### config.mk
export PLATFORM = sky130hd
export DESIGN_NAME = seq_mant_divider
export DESIGN_NICKNAME = d
export VERILOG_FILES = /design/src/rtl/seq_mant_divider.sv
export SDC_FILE = /design/constraint.sdc
export NUM_CORES = 1
export LEC_CHECK = 0
export ABC_CLOCK_PERIOD_IN_PS = 7400
export BUFFER_PORTS_ARGS = -buffer_cell sky130_fd_sc_hd__buf_2
export CAP_MARGIN = 20
export CORE_MARGIN = 3
export CORE_UTILIZATION = 47
export DETAILED_ROUTE_END_ITERATION = 10
export GPL_TIMING_DRIVEN = 0
export PLACE_DENSITY_LB_ADDON = 0.3
export SLEW_MARGIN = 20
export SYNTH_ARGS = -nofsm -noshare
export SYNTH_HDL_FRONTEND = slang
export SYNTH_SLANG_ARGS = --single-unit
### constraint.sdc
create_clock -name clk -period 7.4 [get_ports clk]
set_input_delay 1.11 -clock clk [delete_from_list [all_inputs] [get_ports clk]]
set_output_delay 1.11 -clock clk [all_outputs]
set_load 0.01 [all_outputs]
### src/rtl/seq_mant_divider.sv
// seq_mant_divider: radix-2 restoring mantissa divider, one quotient bit per clock; `define DIV_STICKY_EN adds a sticky output
module seq_mant_divider #(
  parameter int WIDTH = 24
) (
  input  logic             clk,
  input  logic             rst,
  input  logic             start,
  input  logic [WIDTH-1:0] dividend,
  input  logic [WIDTH-1:0] divisor,
  output logic [WIDTH-1:0] quotient,
  output logic [WIDTH-1:0] remainder,
  output logic             busy,
  output logic             done,
`ifdef DIV_STICKY_EN
  output logic             sticky,
`endif
  output logic             div_by_zero
);
  localparam int S = WIDTH / 4 + 1;
  localparam int CW = $clog2(WIDTH);
  typedef enum logic [1:0] {IDLE, RUN, DONE} state_t;
  state_t state;
  logic [WIDTH-1:0] d, v, r, q, diff, r_nxt, q_nxt;
  logic [CW-1:0] n;
  logic [WIDTH+3:0] a_ext, b_ext;
  logic [4:0] c;
  logic cy, ge;
  function automatic logic [4:0] cla4(input logic [3:0] x, input logic [3:0] y, input logic ci);
    logic [3:0] p, g;
    p = x ^ y;
    g = x & y;
    return {g[3] | p[3]&g[2] | p[3]&p[2]&g[1] | p[3]&p[2]&p[1]&g[0] | &p & ci,
            g[2] | p[2]&g[1] | p[2]&p[1]&g[0] | &p[2:0] & ci,
            g[1] | p[1]&g[0] | &p[1:0] & ci,
            g[0] | p[0]&ci,
            ci};
  endfunction
  assign a_ext = {3'b000, r, d[WIDTH-1]};
  assign b_ext = ~{4'b0000, v};
  // the top slice only yields the borrow; its sum bits are never needed
  always_comb begin
    diff = '0;
    cy = 1'b1;
    c = '0;
    for (int s = 0; s < S - 1; s++) begin
      c = cla4(a_ext[4*s+:4], b_ext[4*s+:4], cy);
      diff[4*s+:4] = a_ext[4*s+:4] ^ b_ext[4*s+:4] ^ c[3:0];
      cy = c[4];
    end
    c = cla4(a_ext[WIDTH+:4], b_ext[WIDTH+:4], cy);
    ge = c[4];
  end
  assign r_nxt = ge ? diff : a_ext[WIDTH-1:0];
  assign q_nxt = {q[WIDTH-2:0], ge};
  always_ff @(posedge clk or posedge rst) begin
    if (rst) begin
      state <= IDLE;
      d <= '0;
      v <= '0;
      r <= '0;
      q <= '0;
      n <= '0;
      quotient <= '0;
      remainder <= '0;
      busy <= 1'b0;
      done <= 1'b0;
      div_by_zero <= 1'b0;
`ifdef DIV_STICKY_EN
      sticky <= 1'b0;
`endif
    end else if (state != RUN && start) begin
      d <= dividend;
      v <= divisor;
      r <= '0;
      q <= '0;
      n <= '0;
      if (divisor == '0) begin
        state <= DONE;
        done <= 1'b1;
        quotient <= '1;
        remainder <= dividend;
        div_by_zero <= 1'b1;
`ifdef DIV_STICKY_EN
        sticky <= 1'b1;
`endif
      end else begin
        state <= RUN;
        busy <= 1'b1;
        done <= 1'b0;
      end
    end else if (state == RUN) begin
      r <= r_nxt;
      q <= q_nxt;
      d <= {d[WIDTH-2:0], 1'b0};
      n <= n + 1'b1;
      if (n == CW'(WIDTH - 1)) begin
        state <= DONE;
        busy <= 1'b0;
        done <= 1'b1;
        quotient <= q_nxt;
        remainder <= r_nxt;
        div_by_zero <= 1'b0;
`ifdef DIV_STICKY_EN
        sticky <= |r_nxt;
`endif
      end
    end else begin
      state <= IDLE;
      done <= 1'b0;
    end
  end
endmodule

### Word-level counts from Yosys, hierarchy flattened

Cells that the tools add are included.

| word-level totals | value |
|---|---|
| flip-flop bits (word level) | 153 |
| input port bits | 51 |
| logic and storage cells | 239 |

| operators by class | value |
|---|---|
| $add $sub $neg | 1 |
| eq/ne operators | 6 |
| muxes and demuxes | 31 |
| bitwise gates (word level) | 165 |
| reductions and logical operators | 25 |

Operators with widths:

| cell | count |
|---|---|
| $mux 24 | 13 |
| $and 1x1->1 | 80 |
| $or 1x1->1 | 64 |
| $xor 4x4->4 | 12 |
| $mux 23 | 2 |
| $not 24->28 | 1 |
| $reduce_and 4->1 | 7 |
| $and 4x4->4 | 6 |
| $logic_not 24->1 | 1 |
| $reduce_and 3->1 | 8 |
| $reduce_and 2->1 | 6 |
| $mux 1 | 10 |
| $mux 5 | 2 |
| $mux 2 | 4 |
| $add 5x1->5 const B | 1 |
| $eq 5x5->1 const B | 1 |
| $and 1x4->4 | 1 |
| $ne 2x1->1 const B | 2 |
| $reduce_bool 2->1 | 2 |
| $xor 1x4->4 | 1 |
| $ne 3x2->1 const B | 1 |
| $eq 2x1->1 const B | 1 |
| $ne 2x2->1 const B | 1 |
| $logic_and 1x1->1 | 1 |

### Logic depth before layout (Yosys ltp)

Gate-level depths: netlist (run 1).

| logic depth | value |
|---|---|
| depth in word-level cells | 23 |
| gate-level depth with buffers | 12 |
| mapped depth without buffers | 11 |

### Worst setup path after synthesis (run 1)

No wires, ideal clock.

| timing | value |
|---|---|
| path kind | in2reg |
| from | input divisor[18] |
| to | register remainder[0] |
| setup time | 0.131 ns |
| data arrival time | 2.635 ns |
| required time | 7.269 ns |
| setup slack | 4.634 ns |
| stages on the path | 8 |
| path buffers | 2 |
| path through | nor4_1 -> nand4_1 -> nor3_1 -> nor2_1 -> clkbuf_1 -> buf_2 -> a21oi_1 -> o21ai_1 |

| between the ends | value |
|---|---|
| word-level cells in the longest chain between the ends | 3 |

Ends and longest elaborated chain:

| what | RTL line | text |
|---|---|---|
| start: declaration | 9 | `input logic [WIDTH-1:0] divisor,` |
| $logic_not 24->1 | 77 | `if (divisor == '0) begin` |
| $ne 2x1->1 (no source line) | n/a |  |
| $reduce_and 3->1 (no source line) | n/a |  |
| end signal: assignment | 81 | `remainder <= dividend;` |
| end signal: assignment | 101 | `remainder <= r_nxt;` |
| end: declaration | 11 | `output logic [WIDTH-1:0] remainder,` |

Every way passes these cells.
A chain may end at the register's enable or synchronous reset.

### Worst setup path after layout (run 1)

| timing | value |
|---|---|
| from | input divisor[0] |
| to | register remainder[23] |

Same word-level chain as after synthesis.

==> qor_table.md, run 1 <==
| Group | Parameter | Value |
| --- | --- | --- |
| die | Height of the die | 132 µm |
| hold path | Hold endpoint | quotient[14]$_DFFE_PP0P_ |
| power | Design internal power | 2.60 mW |
| place | Final weighted congestion of routability-driven global placement | 0.869 |
| sta | Worst slew margin relative to its limit | 34.7% |
| die | Core area | 15400 µm² |
| synth | Number of distinct library cells after synthesis | 48 |
| place | Dpl ws | 3180 ps |
| synth | Most used standard cell by instance count after synthesis | sky130_fd_sc_hd__nand2_1 |
| routing | Pre-Repair DR Iteration Count | 5 |
| power | Static power due to leakage | 4.14 nW |
| power | Fraction of power consumed by sequential logic | 33.4% |
| power | Net switching power | 1.86 mW |
| finish | Fraction of layout instances using a drive strength above 1 | 15.9% |
| hold path | Hold Crit Class | reg -> reg |
| sta | Slew at the pin closest to its max-slew limit | 972 ps |
| synth | Library cell with the largest summed area after synthesis | sky130_fd_sc_hd__dfrtp_1 |
| power | Switching Share | 41.7% |
| sta | Count of endpoints failing hold in the final timing report | 0 |
| die | Top-Level Pins | 102 |
| clocking | Clock insertion delay at the later pin of the skew report | 430 ps |
| worst setup path | Critical path fanouts, max | 10 |
| power | Power share of the combinational group | 47.8% |
| synth | Mapped Area | 7470 µm² |
| clocking | TritonCTS clock tree | done |
| synth | Largest cells by area after synthesis | sky130_fd_sc_hd__dfrtp_1, sky130_fd_sc_hd__nand2_1, sky130_fd_sc_hd__o21ai_0 |
| synth | Post-Syn Area per Cell | 9.20 µm² |
| hold path | Startpoint of the tightest hold check path | quotient[14]$_DFFE_PP0P_ |
| worst setup path | Critical path type | in -> reg |
| clocking | CTS resizes | 0 |
| clocking | Root buffer cell | sky130_fd_sc_hd__clkbuf_16 |
| sta | Timing-limited maximum frequency | 270 MHz |
| routing | Drc violations | 0 |
| routing | Post-DR vias/cell | 5.33 |
| finish | Area of combinational cells with multiple inputs | 3300 µm² |
| worst setup path | CP max-delay cell | sky130_fd_sc_hd__nor3_1 |
| synth | Synthesized instance count | 812 |
| global route | First-pass GRT wire length | 32300 µm |
| synth | FFs w/ async S/R, synth | 100% |
| worst setup path | Startpoint of the worst-slack reg-to-reg timing path | done$_DFFE_PP0P_ |
| finish | Storage element area | 3800 µm² |
| flow run | Maximum capacitance violations | 0 |
| clocking | Buffer count from post-CTS setup fixing | 0 |
| worst setup path | Worst Setup Start Kind | primary input |
| finish | Core occupancy in the finished layout | 57.5% |
| global route | Global router's overall resource usage | 23.3% |
| clocking | CTS H-tree lvls | 4 |
| routing | Routed length per instance | 16.9 µm |
| worst setup path | Biggest cell delay along the critical path | 850 ps |
| synth | Number of synthesis warnings | 0 |
| finish | Final std cell area, no fill | 8830 µm² |
| global route | Number of global-route vias before repair | 6193 |
| finish | # nets final | 1014 |
| synth | Number of synthesized flops with an enable pin | 0 |
| sta | Number of failing setup endpoints in the final timing report | 0 |
| routing | Antenna violation net count after detailed routing | 0 |
| global route | GRT overflow | 0 |
| clocking | Reg clk slew, reported paths | 60 ps |
| sta | Max Transition Viols Final | 0 |
| clocking | Hold Buf Count CTS | 0 |
| routing | Starting DRC count in detailed routing | 401 |
| finish | Ant. Diodes | 0 |
| die | Die Footprint | 17400 µm² |
| worst setup path | Worst Setup End Kind | register |
| worst setup path | Critical-path cell list | buf_2, nor4_1, nand4_1, nor3_1, nor2_1, inv_2, clkbuf_1, nand2_1, o22a_1 |
| global route | Number of antenna violations at the first check in global routing | 0 |
| sta | Clock Skews | 8.19 ps |
| worst setup path | Endpoint arrival time on the critical path | 4020 ps |
| clocking | Clock tree buffer depth | 2 |
| worst setup path | Number of cells traversed by the worst register-to-register path | 9 |
| sta | Portion of the clock cycle consumed by the worst path in the final layout | 50.0% |
| die | Number of core rows | 45 |
| power | Share of total power in the clock network | 18.8% |
| place | Count of buffers from port buffering | 100 |
| worst setup path | Required time of the worst setup path | 7720 ps |
| worst setup path | R2R Setup Slk | 4250 ps |
| synth | Commonest cells in the synthesized netlist | sky130_fd_sc_hd__nand2_1, sky130_fd_sc_hd__dfrtp_1, sky130_fd_sc_hd__o21ai_0 |
| worst setup path | RR Endpoint | remainder[23]$_DFFE_PP0P_ |
| status | Status | finished clean |
| synth | Synthesis-stage register bit count | 152 |
| sta | Worst Setup Slack, final | 3700 ps |
| power | IR Drop Worst-Case VDD | 0.000233 V |
| place | Cell area after placement | 8270 µm² |
| place | Total half-perimeter wirelength after legalization and detailed placement | 14700 µm |
| die | DIE WIDTH | 132 µm |
| synth | Net count of the mapped netlist | 894 |
| clocking | Number of CTS-inserted buffers | 17 |
| synth | Main flop type after synthesis | sky130_fd_sc_hd__dfrtp_1 |
| finish | Area added between synthesis and finish | 18.3% |
| die | Starting Density | 48.6% |
| routing | Total wire length after detailed routing | 19600 µm |
| sta | Setup repair after global routing missed its margin | no |
| hold path | Hold Path Cell Cnt | 2 |
| sta | Total negative slack for setup checks | 0 ps |
| power | Total power | 4.46 mW |
| routing | DR vias | 6160 |
| synth | Synth top area share | 50.9% |
| synth | Proportion of synthesized chip area in sequential cells | 50.9% |
| finish | Fill cell count | 1405 |
| global route | Pin count of the biggest net entering global routing | 80 |
| sta | Time the final worst path needs with I/O delays and setup | 3700 ps |
| clocking | Clock Sink Count | 152 |
| power | Pwr/cell area | 505 nW/µm² |
==> layout by cell type (no fill, tap or decap), types with 2 or more instances in the layout <==
master,synthesis,routed
sky130_fd_sc_hd__buf_2,5,105
sky130_fd_sc_hd__nand4_1,3,3
sky130_fd_sc_hd__o21ai_0,92,92
sky130_fd_sc_hd__nor3_1,16,16
sky130_fd_sc_hd__inv_6,0,3
sky130_fd_sc_hd__a31oi_1,5,5
sky130_fd_sc_hd__clkinvlp_4,0,2
sky130_fd_sc_hd__nor2_1,25,25
sky130_fd_sc_hd__clkbuf_1,38,41
sky130_fd_sc_hd__mux2i_1,37,37
sky130_fd_sc_hd__clkbuf_16,0,17
sky130_fd_sc_hd__and3_1,7,7
sky130_fd_sc_hd__xor2_1,5,5
sky130_fd_sc_hd__xnor2_1,11,11
sky130_fd_sc_hd__nand2_1,167,167
sky130_fd_sc_hd__a21oi_1,30,30
sky130_fd_sc_hd__nand3_1,52,52
sky130_fd_sc_hd__mux2_2,2,2
sky130_fd_sc_hd__a211oi_1,11,11
sky130_fd_sc_hd__inv_1,39,38
sky130_fd_sc_hd__dfrtp_1,152,152
sky130_fd_sc_hd__o21bai_1,2,2
sky130_fd_sc_hd__fa_1,5,5
sky130_fd_sc_hd__clkinv_2,0,2
sky130_fd_sc_hd__nand2b_1,3,3
sky130_fd_sc_hd__clkbuf_8,0,3
sky130_fd_sc_hd__ha_1,26,26
sky130_fd_sc_hd__o21ai_1,35,35
sky130_fd_sc_hd__buf_6,2,2
sky130_fd_sc_hd__and2_1,2,2
sky130_fd_sc_hd__inv_2,2,2
sky130_fd_sc_hd__nor4_1,8,8
sky130_fd_sc_hd__or3_1,6,6
sky130_fd_sc_hd__a31oi_2,2,2
sky130_fd_sc_hd__buf_1,4,4
==> state kept, by name (all words and copies together) (netlist names) <==
name and count:
done 1, remainder 24, d 24, q 23, busy 1, v 24, r 24, div_by_zero 1
n 5, state 1, quotient 24
==> layout make-up <==
| class | count | area share, % |
|---|---|---|
| buffer | 49 | 2.32 |
| clock buffer | 23 | 5.41 |
| sequential | 152 | 43.1 |
| multi-input combinational | 570 | 37.4 |
| inverter | 41 | 1.83 |
| clock inverter | 9 | 1.02 |
| timing repair buffer | 101 | 5.98 |
| tap | 211 | 2.99 |
==> power by group through the flow <==
stage / Clock, mW / Combinational [mW] / Sequential, mW
2_1_floorplan: 0 / 1.50 / 1.49
3_3_place_gp: 0 / 2.06 / 1.49
3_5_place_dp: 0 / 2.12 / 1.50
4_1_cts: 0.846 / 2.14 / 1.49
5_1_grt: 0.887 / 2.43 / 1.54
6_report: 0.838 / 2.13 / 1.49
==> worst max-delay path: cells and delay by family <==
family,cells,cell delay (ps)
AOI/OAI and AO/OA,1,180
and+or+nand+nor,5,1910
buffers and inverters,3,810
==> cells by family (layout without fill, tap and decap cells) <==
kind of cell | after synthesis | after routing | synth area share (%)
and+or+nand+nor | 296 | 296 | 17.6
AOI/OAI and AO/OA | 188 | 188 | 13.9
DFF | 152 | 152 | 50.9
buffers and inverters | 90 | 223 | 4.81
muxes | 39 | 39 | 5.26
adders and majority gates | 31 | 31 | 5.70
xor gates and xnor gates | 16 | 16 | 1.88
==> through the flow <==
stage               cells  hold WS, ps
CTS                  1156          468
floorplan             812          440
detailed placement   1124          454
finish               1156          465
global route         1156          495
global placement     1123          449
==> metal layers <==
metal	vias to the layer above	global-route usage (%)	routed length [µm]
met5	-	0	0
met1	2933	31.0	8850
met4	0	7.18	408
met2	171	37.9	9340
met3	28	5.53	958
li1	3028	-	-
==> how the worst max path moves through the flow <==
stage / from / end / slack [ps]
2_1_floorplan: rst / busy$_DFFE_PP0P_ / 2200
3_3_place_gp: rst / v[23]$_DFFE_PP0P_ / 460
3_5_place_dp: divisor[0] / remainder[23]$_DFFE_PP0P_ / 3180
4_1_cts: divisor[0] / remainder[23]$_DFFE_PP0P_ / 3630
5_1_grt: divisor[0] / remainder[23]$_DFFE_PP0P_ / 3340
6_report: divisor[0] / remainder[23]$_DFFE_PP0P_ / 3700
No activity file was read; power rests on OpenSTA's default activity.
==> run 2, diff against run 1 <==
Settings changed: ABC_AREA set to 1, ABC_CLOCK_PERIOD_IN_PS 7400 to 3100.
Clock period 7.4 ns to 3.1 ns, I/O delays scaled along.
==> run 2 against run 1 <==
Die area decreased by 1.3%. Combinational power increased to 2.7 times the previous value. Final area decreased by 0.14%. Highest routed layer unchanged.
==> qor_table.md, run 2 <==
| Group | Parameter | Value |
| --- | --- | --- |
| status | Status | finished clean |
| synth | Most used standard cell by instance count after synthesis | sky130_fd_sc_hd__nand2_1 |
| hold path | Hold endpoint | v[19]$_DFFE_PP0P_ |
| sta | Setup repair after global routing missed its margin | no |
| die | Core area | 15300 µm² |
| global route | First-pass GRT wire length | 32400 µm |
| routing | Starting DRC count in detailed routing | 635 |
| power | Pwr/cell area | 1240 nW/µm² |
| synth | Largest family of logic cells by synthesized area | simple AND/OR/NAND/NOR gates |
| synth | Largest cells by area after synthesis | sky130_fd_sc_hd__dfrtp_1, sky130_fd_sc_hd__nand2_1, sky130_fd_sc_hd__a21oi_1 |
| sta | Number of failing setup endpoints in the final timing report | 0 |
| worst setup path | Startpoint of the worst-slack reg-to-reg timing path | d[23]$_DFFE_PP0P_ |
| routing | Post-DR vias/cell | 5.38 |
| sta | Count of endpoints failing hold in the final timing report | 0 |
| synth | Net count of the mapped netlist | 942 |
| sta | Timing-limited maximum frequency | 365 MHz |
| synth | Library cell with the largest summed area after synthesis | sky130_fd_sc_hd__dfrtp_1 |
| synth | Proportion of synthesized chip area in sequential cells | 51.7% |
| routing | Pre-Repair DR Iteration Count | 5 |
| sta | Clock Skews | 8.97 ps |
| finish | Most common cell after layout, fill and taps aside | sky130_fd_sc_hd__nand2_1 |
| worst setup path | WP buf/inv | 2 |
| worst setup path | Kind of cell adding the most delay to the critical path | simple AND/OR/NAND/NOR gates |
| routing | Routed length per instance | 16.2 µm |
| synth | Fraction of the mapped netlist area in simple logic gates | 18.8% |
| clocking | CTS H-tree lvls | 4 |
| routing | DR vias | 6507 |
| power | Static power due to leakage | 4.17 nW |
| finish | Storage element area | 3800 µm² |
| synth | Mapped Area | 7360 µm² |
| global route | Number of global-route vias before repair | 6488 |
| clocking | CTS resizes | 0 |
| finish | # nets final | 1068 |
| power | IR Drop Worst-Case VDD | 0.000605 V |
| worst setup path | CP max-delay cell | sky130_fd_sc_hd__dfrtp_1 |
| synth | FFs w/ async S/R, synth | 100% |
| synth | Main flop type after synthesis | sky130_fd_sc_hd__dfrtp_1 |
| die | Top-Level Pins | 102 |
| power | Power share of the combinational group | 52.0% |
| die | Height of the die | 131 µm |
| place | Dpl ws | 272 ps |
| synth | Number of distinct library cells after synthesis | 37 |
| worst setup path | RR Endpoint | r[21]$_DFFE_PP0P_ |
| clocking | Clock tree buffer depth | 2 |
| clocking | Clock insertion delay at the later pin of the skew report | 420 ps |
| power | Fraction of power consumed by sequential logic | 29.6% |
| synth | Xor and xnor fraction of the mapped netlist area | 1.67% |
| sta | Portion of the clock cycle consumed by the worst path in the final layout | 88.5% |
| synth | Number of synthesized flops with an enable pin | 0 |
| place | Post-Place Cells | 1177 |
| worst setup path | Critical path fanouts, max | 4 |
| sta | Worst Setup Slack, final | 357 ps |
| worst setup path | Number of cells traversed by the worst register-to-register path | 21 |
| flow run | Maximum capacitance violations | 0 |
| clocking | Number of CTS-inserted buffers | 17 |
| sta | Max Transition Viols Final | 0 |
| finish | Area of combinational cells with multiple inputs | 2990 µm² |
| finish | Final Non-Filler Cells | 1209 |
| hold path | Hold Crit Class | in -> reg |
| die | Number of core rows | 45 |
| routing | Antenna violation net count after detailed routing | 0 |
| global route | Pin count of the biggest net entering global routing | 34 |
| finish | Area added between synthesis and finish | 19.8% |
| finish | Fraction of layout instances using a drive strength above 1 | 16.1% |
| place | Final weighted congestion of routability-driven global placement | 0.852 |
| hold path | Hold Path Cell Cnt | 3 |
| power | Share of total power in the clock network | 18.4% |
| synth | Synthesized instance count | 860 |
| finish | Fill cell count | 1419 |
| place | Total half-perimeter wirelength after legalization and detailed placement | 14700 µm |
| clocking | Reg clk slew, reported paths | 60 ps |
| worst setup path | Cell with the most instances on the worst path | sky130_fd_sc_hd__nand2_1 |
| synth | Commonest cells in the synthesized netlist | sky130_fd_sc_hd__nand2_1, sky130_fd_sc_hd__dfrtp_1, sky130_fd_sc_hd__nor2_1 |
| global route | Number of antenna violations at the first check in global routing | 0 |
| synth | Compound-gate portion of the synthesized area | 14.4% |
| clocking | TritonCTS clock tree | done |
| worst setup path | Critical path type | reg -> reg |
| finish | Most used cells in the layout excluding fill and tap cells | sky130_fd_sc_hd__nand2_1, sky130_fd_sc_hd__dfrtp_1, sky130_fd_sc_hd__buf_2 |
| finish | Core occupancy in the finished layout | 57.8% |
| place | Count of buffers from port buffering | 101 |
| synth | Post-Syn Area per Cell | 8.56 µm² |
| synth | Mux cell area share after synthesis | 0% |
| hold path | Startpoint of the tightest hold check path | divisor[19] |
| global route | GRT overflow | 0 |
| worst setup path | R2R Setup Slk | 360 ps |
| sta | Worst slew margin relative to its limit | 45.2% |
| worst setup path | Worst Setup End Kind | register |
| power | Net switching power | 4.91 mW |
| synth | Synthesis-stage register bit count | 152 |
| worst setup path | Worst Setup Start Kind | register |
| power | Switching Share | 45.0% |
| sta | Slew at the pin closest to its max-slew limit | 815 ps |
| global route | Global router's overall resource usage | 23.3% |
| worst setup path | Critical-path cell list | inv_1, ha_1, nand2_1, nand3_2, nand2_1, nand2_1, nand2_1, nand2_1, nand2_1, nand2_2, nand2_1, nand2_2, nand2_2, nand2_4, inv_1, fa_1, xnor2_1, nand2_1, nand2_1, nand2_1, o21ai_0 |
| synth | Synth top area share | 51.7% |
| worst setup path | Endpoint arrival time on the critical path | 3080 ps |
| sta | Time the final worst path needs with I/O delays and setup | 2740 ps |
| die | Die Footprint | 17200 µm² |
| clocking | Root buffer cell | sky130_fd_sc_hd__clkbuf_16 |
| worst setup path | Required time of the worst setup path | 3440 ps |
| synth | Number of synthesis warnings | 0 |
| clocking | Clock Sink Count | 152 |
| routing | Total wire length after detailed routing | 19500 µm |
| power | Design internal power | 6.02 mW |
| sta | Total negative slack for setup checks | 0 ps |
| finish | Ant. Diodes | 0 |
| routing | Drc violations | 0 |
| worst setup path | Biggest cell delay along the critical path | 380 ps |
| synth | Fraction of the mapped netlist area in adder cells | 5.78% |
| die | Starting Density | 48.3% |
| die | DIE WIDTH | 131 µm |
run 2: worst max path at each step:
| stage | start | endpoint | slack (ps) | cells after the start |
|---|---|---|---|---|
| finish | d[23]$_DFFE_PP0P_ | r[21]$_DFFE_PP0P_ | 360 | 21 |
| detailed placement | divisor[22] | remainder[7]$_DFFE_PP0P_ | 270 | 12 |
| global route | d[23]$_DFFE_PP0P_ | r[21]$_DFFE_PP0P_ | 150 | 21 |
| floorplan | rst | busy$_DFFE_PP0P_ | 720 | 1 |
| global placement | rst | v[8]$_DFFE_PP0P_ | -240 | 2 |
| CTS | d[23]$_DFFE_PP0P_ | r[21]$_DFFE_PP0P_ | 360 | 21 |
run 2: kinds of logic after synthesis:
| kind of cell | after synthesis |
|---|---|
| simple gates | 325 |
| fa+ha+maj | 31 |
| compound gates | 195 |
| flops | 152 |
| buf+inv | 143 |
| xor+xnor | 14 |
run 2: worst register-to-register path, cell delays in order, from the launching register on:
cell,delay [ps]
sky130_fd_sc_hd__dfrtp_1,380
sky130_fd_sc_hd__inv_1,90
sky130_fd_sc_hd__ha_1,300
sky130_fd_sc_hd__nand2_1,60
sky130_fd_sc_hd__nand3_2,100
sky130_fd_sc_hd__nand2_1,50
sky130_fd_sc_hd__nand2_1,90
sky130_fd_sc_hd__nand2_1,60
sky130_fd_sc_hd__nand2_1,80
sky130_fd_sc_hd__nand2_1,70
sky130_fd_sc_hd__nand2_2,80
sky130_fd_sc_hd__nand2_1,80
sky130_fd_sc_hd__nand2_2,100
sky130_fd_sc_hd__nand2_2,70
sky130_fd_sc_hd__nand2_4,90
sky130_fd_sc_hd__inv_1,50
sky130_fd_sc_hd__fa_1,370
sky130_fd_sc_hd__xnor2_1,180
sky130_fd_sc_hd__nand2_1,70
sky130_fd_sc_hd__nand2_1,60
sky130_fd_sc_hd__nand2_1,70
sky130_fd_sc_hd__o21ai_0,140
run 2: power by group through the flow:
stage	Sequential, mW	Combinational (mW)	Clock [mW]
after floorplan	3.24	4.00	0
after global placement	3.24	5.44	0
after detailed placement	3.26	5.61	0
after CTS	3.23	5.67	2.03
after global routing	3.32	6.41	2.11
final	3.24	5.68	2.01
run 2: cell type report:
cell class	instances	share of cell area [%]
plain buffers	47	2.35
clock buffers	22	5.49
clock inverters	9	1.04
inverters	96	4.13
multi-input cells	565	33.9
flip-flops and latches	152	43.1
well taps	211	2.99
repair buffers	107	6.98
run 2: through the flow:
stage | instance area (µm²) | hold slack [ps] | total power [mW]
floorplan | 7370 | 442 | 7.24
global placement | 8140 | 461 | 8.68
detailed placement | 8240 | 367 | 8.87
CTS | 8820 | 262 | 10.9
global route | 8820 | 278 | 11.8
finish | 8820 | 271 | 10.9
run 2: per-layer routing:
metal  vias up  wire length (µm)  global-route usage [%]
li1       3098                 -                       -
met1      3154              8880                    32.6
met2       228              9070                    37.2
met3        27              1300                    4.98
met4         0               283                    6.65
met5         -                 0                       0
run 2: repair_timing:
item,CTS,global route
hold endpoints to repair,1,0
buffers inserted,0,0
hold buffers,1,0
==> run 3, diff against run 2 <==
Settings changed: CORE_UTILIZATION 47 to 46.
==> run 3 against run 2 <==
Final area rose by 0.98%. Combinational power about the same. Sequential power about the same. Maximum frequency rose by 1.7%.
==> qor_table.md, run 3 (synthesis gave the netlist of run 2 again) <==
| Group | Parameter | Value |
| --- | --- | --- |
| clocking | CTS resizes | 0 |
| power | Pwr/cell area | 1270 nW/µm² |
| global route | GRT overflow | 0 |
| finish | Fill cell count | 1402 |
| routing | Antenna violation net count after detailed routing | 0 |
| worst setup path | Required time of the worst setup path | 3450 ps |
| power | Fraction of power consumed by sequential logic | 28.4% |
| finish | Fraction of layout instances using a drive strength above 1 | 16.1% |
| sta | Timing-limited maximum frequency | 371 MHz |
| power | Static power due to leakage | 4.20 nW |
| worst setup path | Cell with the most instances on the worst path | sky130_fd_sc_hd__nand2_1 |
| power | Switching Share | 43.3% |
| routing | Post-DR vias/cell | 5.32 |
| hold path | Hold Crit Class | in -> async |
| clocking | Buffer count from post-CTS setup fixing | 0 |
| routing | Total wire length after detailed routing | 19600 µm |
| place | Count of buffers from port buffering | 101 |
| sta | Time the final worst path needs with I/O delays and setup | 2700 ps |
| sta | Worst Setup Slack, final | 403 ps |
| worst setup path | Worst Setup Start Kind | register |
| sta | Number of failing setup endpoints in the final timing report | 0 |
| routing | Pre-Repair DR Iteration Count | 5 |
| sta | Portion of the clock cycle consumed by the worst path in the final layout | 87.0% |
| worst setup path | Startpoint of the worst-slack reg-to-reg timing path | r[0]$_DFFE_PP0P_ |
| clocking | Hold Buf Count CTS | 0 |
| worst setup path | R2R Setup Slk | 400 ps |
| sta | Count of endpoints failing hold in the final timing report | 0 |
| die | Number of core rows | 45 |
| place | Post-Place Cells | 1176 |
| clocking | Clock Sink Count | 152 |
| sta | Worst slew margin relative to its limit | 42.7% |
| die | Core area | 15400 µm² |
| sta | Setup repair after global routing missed its margin | no |
| place | Final weighted congestion of routability-driven global placement | 0.887 |
| clocking | Root buffer cell | sky130_fd_sc_hd__clkbuf_16 |
| sta | Clock Skews | 7.26 ps |
| power | IR Drop Worst-Case VDD | 0.000579 V |
| power | Power share of the combinational group | 50.1% |
| finish | Ant. Diodes | 0 |
| finish | # nets final | 1066 |
| die | Top-Level Pins | 102 |
| power | Design internal power | 6.43 mW |
| global route | Number of antenna violations at the first check in global routing | 0 |
| routing | Routed length per instance | 16.3 µm |
| clocking | Clock tree buffer depth | 2 |
| sta | Fin Hold WS | 111 ps |
| worst setup path | Biggest cell delay along the critical path | 410 ps |
| worst setup path | CP max-delay cell | sky130_fd_sc_hd__dfrtp_1 |
| routing | Starting DRC count in detailed routing | 599 |
| sta | Slew at the pin closest to its max-slew limit | 852 ps |
| worst setup path | Critical path type | reg -> reg |
| status | Status | finished clean |
| die | DIE WIDTH | 133 µm |
| clocking | TritonCTS clock tree | done |
| finish | Most common cell after layout, fill and taps aside | sky130_fd_sc_hd__nand2_1 |
| clocking | CTS H-tree lvls | 4 |
| clocking | Clock insertion delay at the later pin of the skew report | 430 ps |
| worst setup path | Worst Setup End Kind | register |
| worst setup path | Critical path fanouts, max | 4 |
| die | Height of the die | 133 µm |
| worst setup path | Critical-path cell list | ha_1, nand2_1, nand3_2, nand2_1, nand2_1, nand2_1, nand2_1, nand2_1, nand2_2, nand2_1, nand2_2, nand2_2, nand2_4, inv_1, fa_1, xnor2_1, nand2_1, nand2_1, nand2_1, o21ai_0 |
| clocking | Reg clk slew, reported paths | 60 ps |
| finish | Final Non-Filler Cells | 1208 |
| power | Share of total power in the clock network | 21.4% |
| global route | Number of global-route vias before repair | 6296 |
| place | Dpl ws | 320 ps |
| routing | Drc violations | 0 |
| power | Net switching power | 4.92 mW |
| die | Starting Density | 47.7% |
| routing | DR vias | 6421 |
| finish | Most used cells in the layout excluding fill and tap cells | sky130_fd_sc_hd__nand2_1, sky130_fd_sc_hd__dfrtp_1, sky130_fd_sc_hd__buf_2 |
| finish | Area added between synthesis and finish | 21.0% |
| place | Total half-perimeter wirelength after legalization and detailed placement | 14500 µm |
| power | Total power | 11.3 mW |
| worst setup path | RR Endpoint | r[21]$_DFFE_PP0P_ |
| global route | Global router's overall resource usage | 23.1% |
| worst setup path | Number of cells traversed by the worst register-to-register path | 20 |
| global route | First-pass GRT wire length | 32300 µm |
| flow run | Maximum capacitance violations | 0 |
| worst setup path | Endpoint arrival time on the critical path | 3040 ps |
| global route | Pin count of the biggest net entering global routing | 35 |
| die | Die Footprint | 17600 µm² |
| sta | Max Transition Viols Final | 0 |
| clocking | Number of CTS-inserted buffers | 17 |
-- run 3: cell types whose count changed in the layout (fill, tap and decap cells not counted), sizes merged --
cell	previous run	this run
clkbuf	57	54
buf	118	117
bufinv	1	7
clkinv	6	5
dlygate4sd3	1	0
clkinvlp	2	3
inv	96	94
-- run 3: metal layers --
layer  global-route usage, %  up-vias  part of all wire, %
li1                        -     3098                    -
met1                    33.7     3070                   46
met2                    34.3      222                   45
met3                    5.25       31                  6.6
met4                    7.22        0                  2.0
met5                       0        -                    0
-- run 3: area by class of cell --
type	count	area (µm²)	area share [%]
plain buffers	47	208	2.33
well taps	211	264	2.96
clock buffers	19	443	4.97
inverters	96	364	4.09
repair buffers	105	586	6.57
multi-input cells	565	2990	33.6
flip-flops and latches	152	3800	42.7
clock inverters	13	249	2.79
-- run 3: through the flow --
| step | cell area, µm² | utilization [%] | setup TNS (ps) |
|---|---|---|---|
| global placement | 8140 | 52.7 | -43010 |
| detailed placement | 8220 | 53.3 | 0 |
| global route | 8910 | 57.7 | 0 |
| floorplan | 7370 | - | 0 |
| CTS | 8910 | 57.7 | 0 |
| finish | 8910 | 57.7 | 0 |
-- run 3: worst max path at each step --
stage	slack [ps]	startpoint	to
after floorplan	720	rst	busy$_DFFE_PP0P_
after global placement	-300	rst	v[8]$_DFFE_PP0P_
after detailed placement	320	divisor[8]	remainder[16]$_DFFE_PP0P_
after CTS	410	r[0]$_DFFE_PP0P_	r[21]$_DFFE_PP0P_
after global routing	80	r[0]$_DFFE_PP0P_	r[21]$_DFFE_PP0P_
final	400	r[0]$_DFFE_PP0P_	r[21]$_DFFE_PP0P_
-- run 3: critical path, delay by kind of cell (launching register included) --
kind | cells | cell delay, ps
AO/OA/AOI/OAI | 1 | 130
XOR/XNOR | 1 | 150
adder cells (fa/ha/maj) | 2 | 710
buffers and inverters | 1 | 60
flip-flops | 1 | 410
AND/OR/NAND/NOR | 15 | 1140
-- run 3: power by group through the flow --
| stage | clock network (mW) | logic (mW) | registers (mW) |
|---|---|---|---|
| 6_report | 2.43 | 5.69 | 3.23 |
| 5_1_grt | 2.55 | 6.47 | 3.31 |
| 4_1_cts | 2.46 | 5.69 | 3.22 |
| 3_5_place_dp | 0 | 5.62 | 3.24 |
| 3_3_place_gp | 0 | 5.47 | 3.24 |
| 2_1_floorplan | 0 | 4.00 | 3.24 |
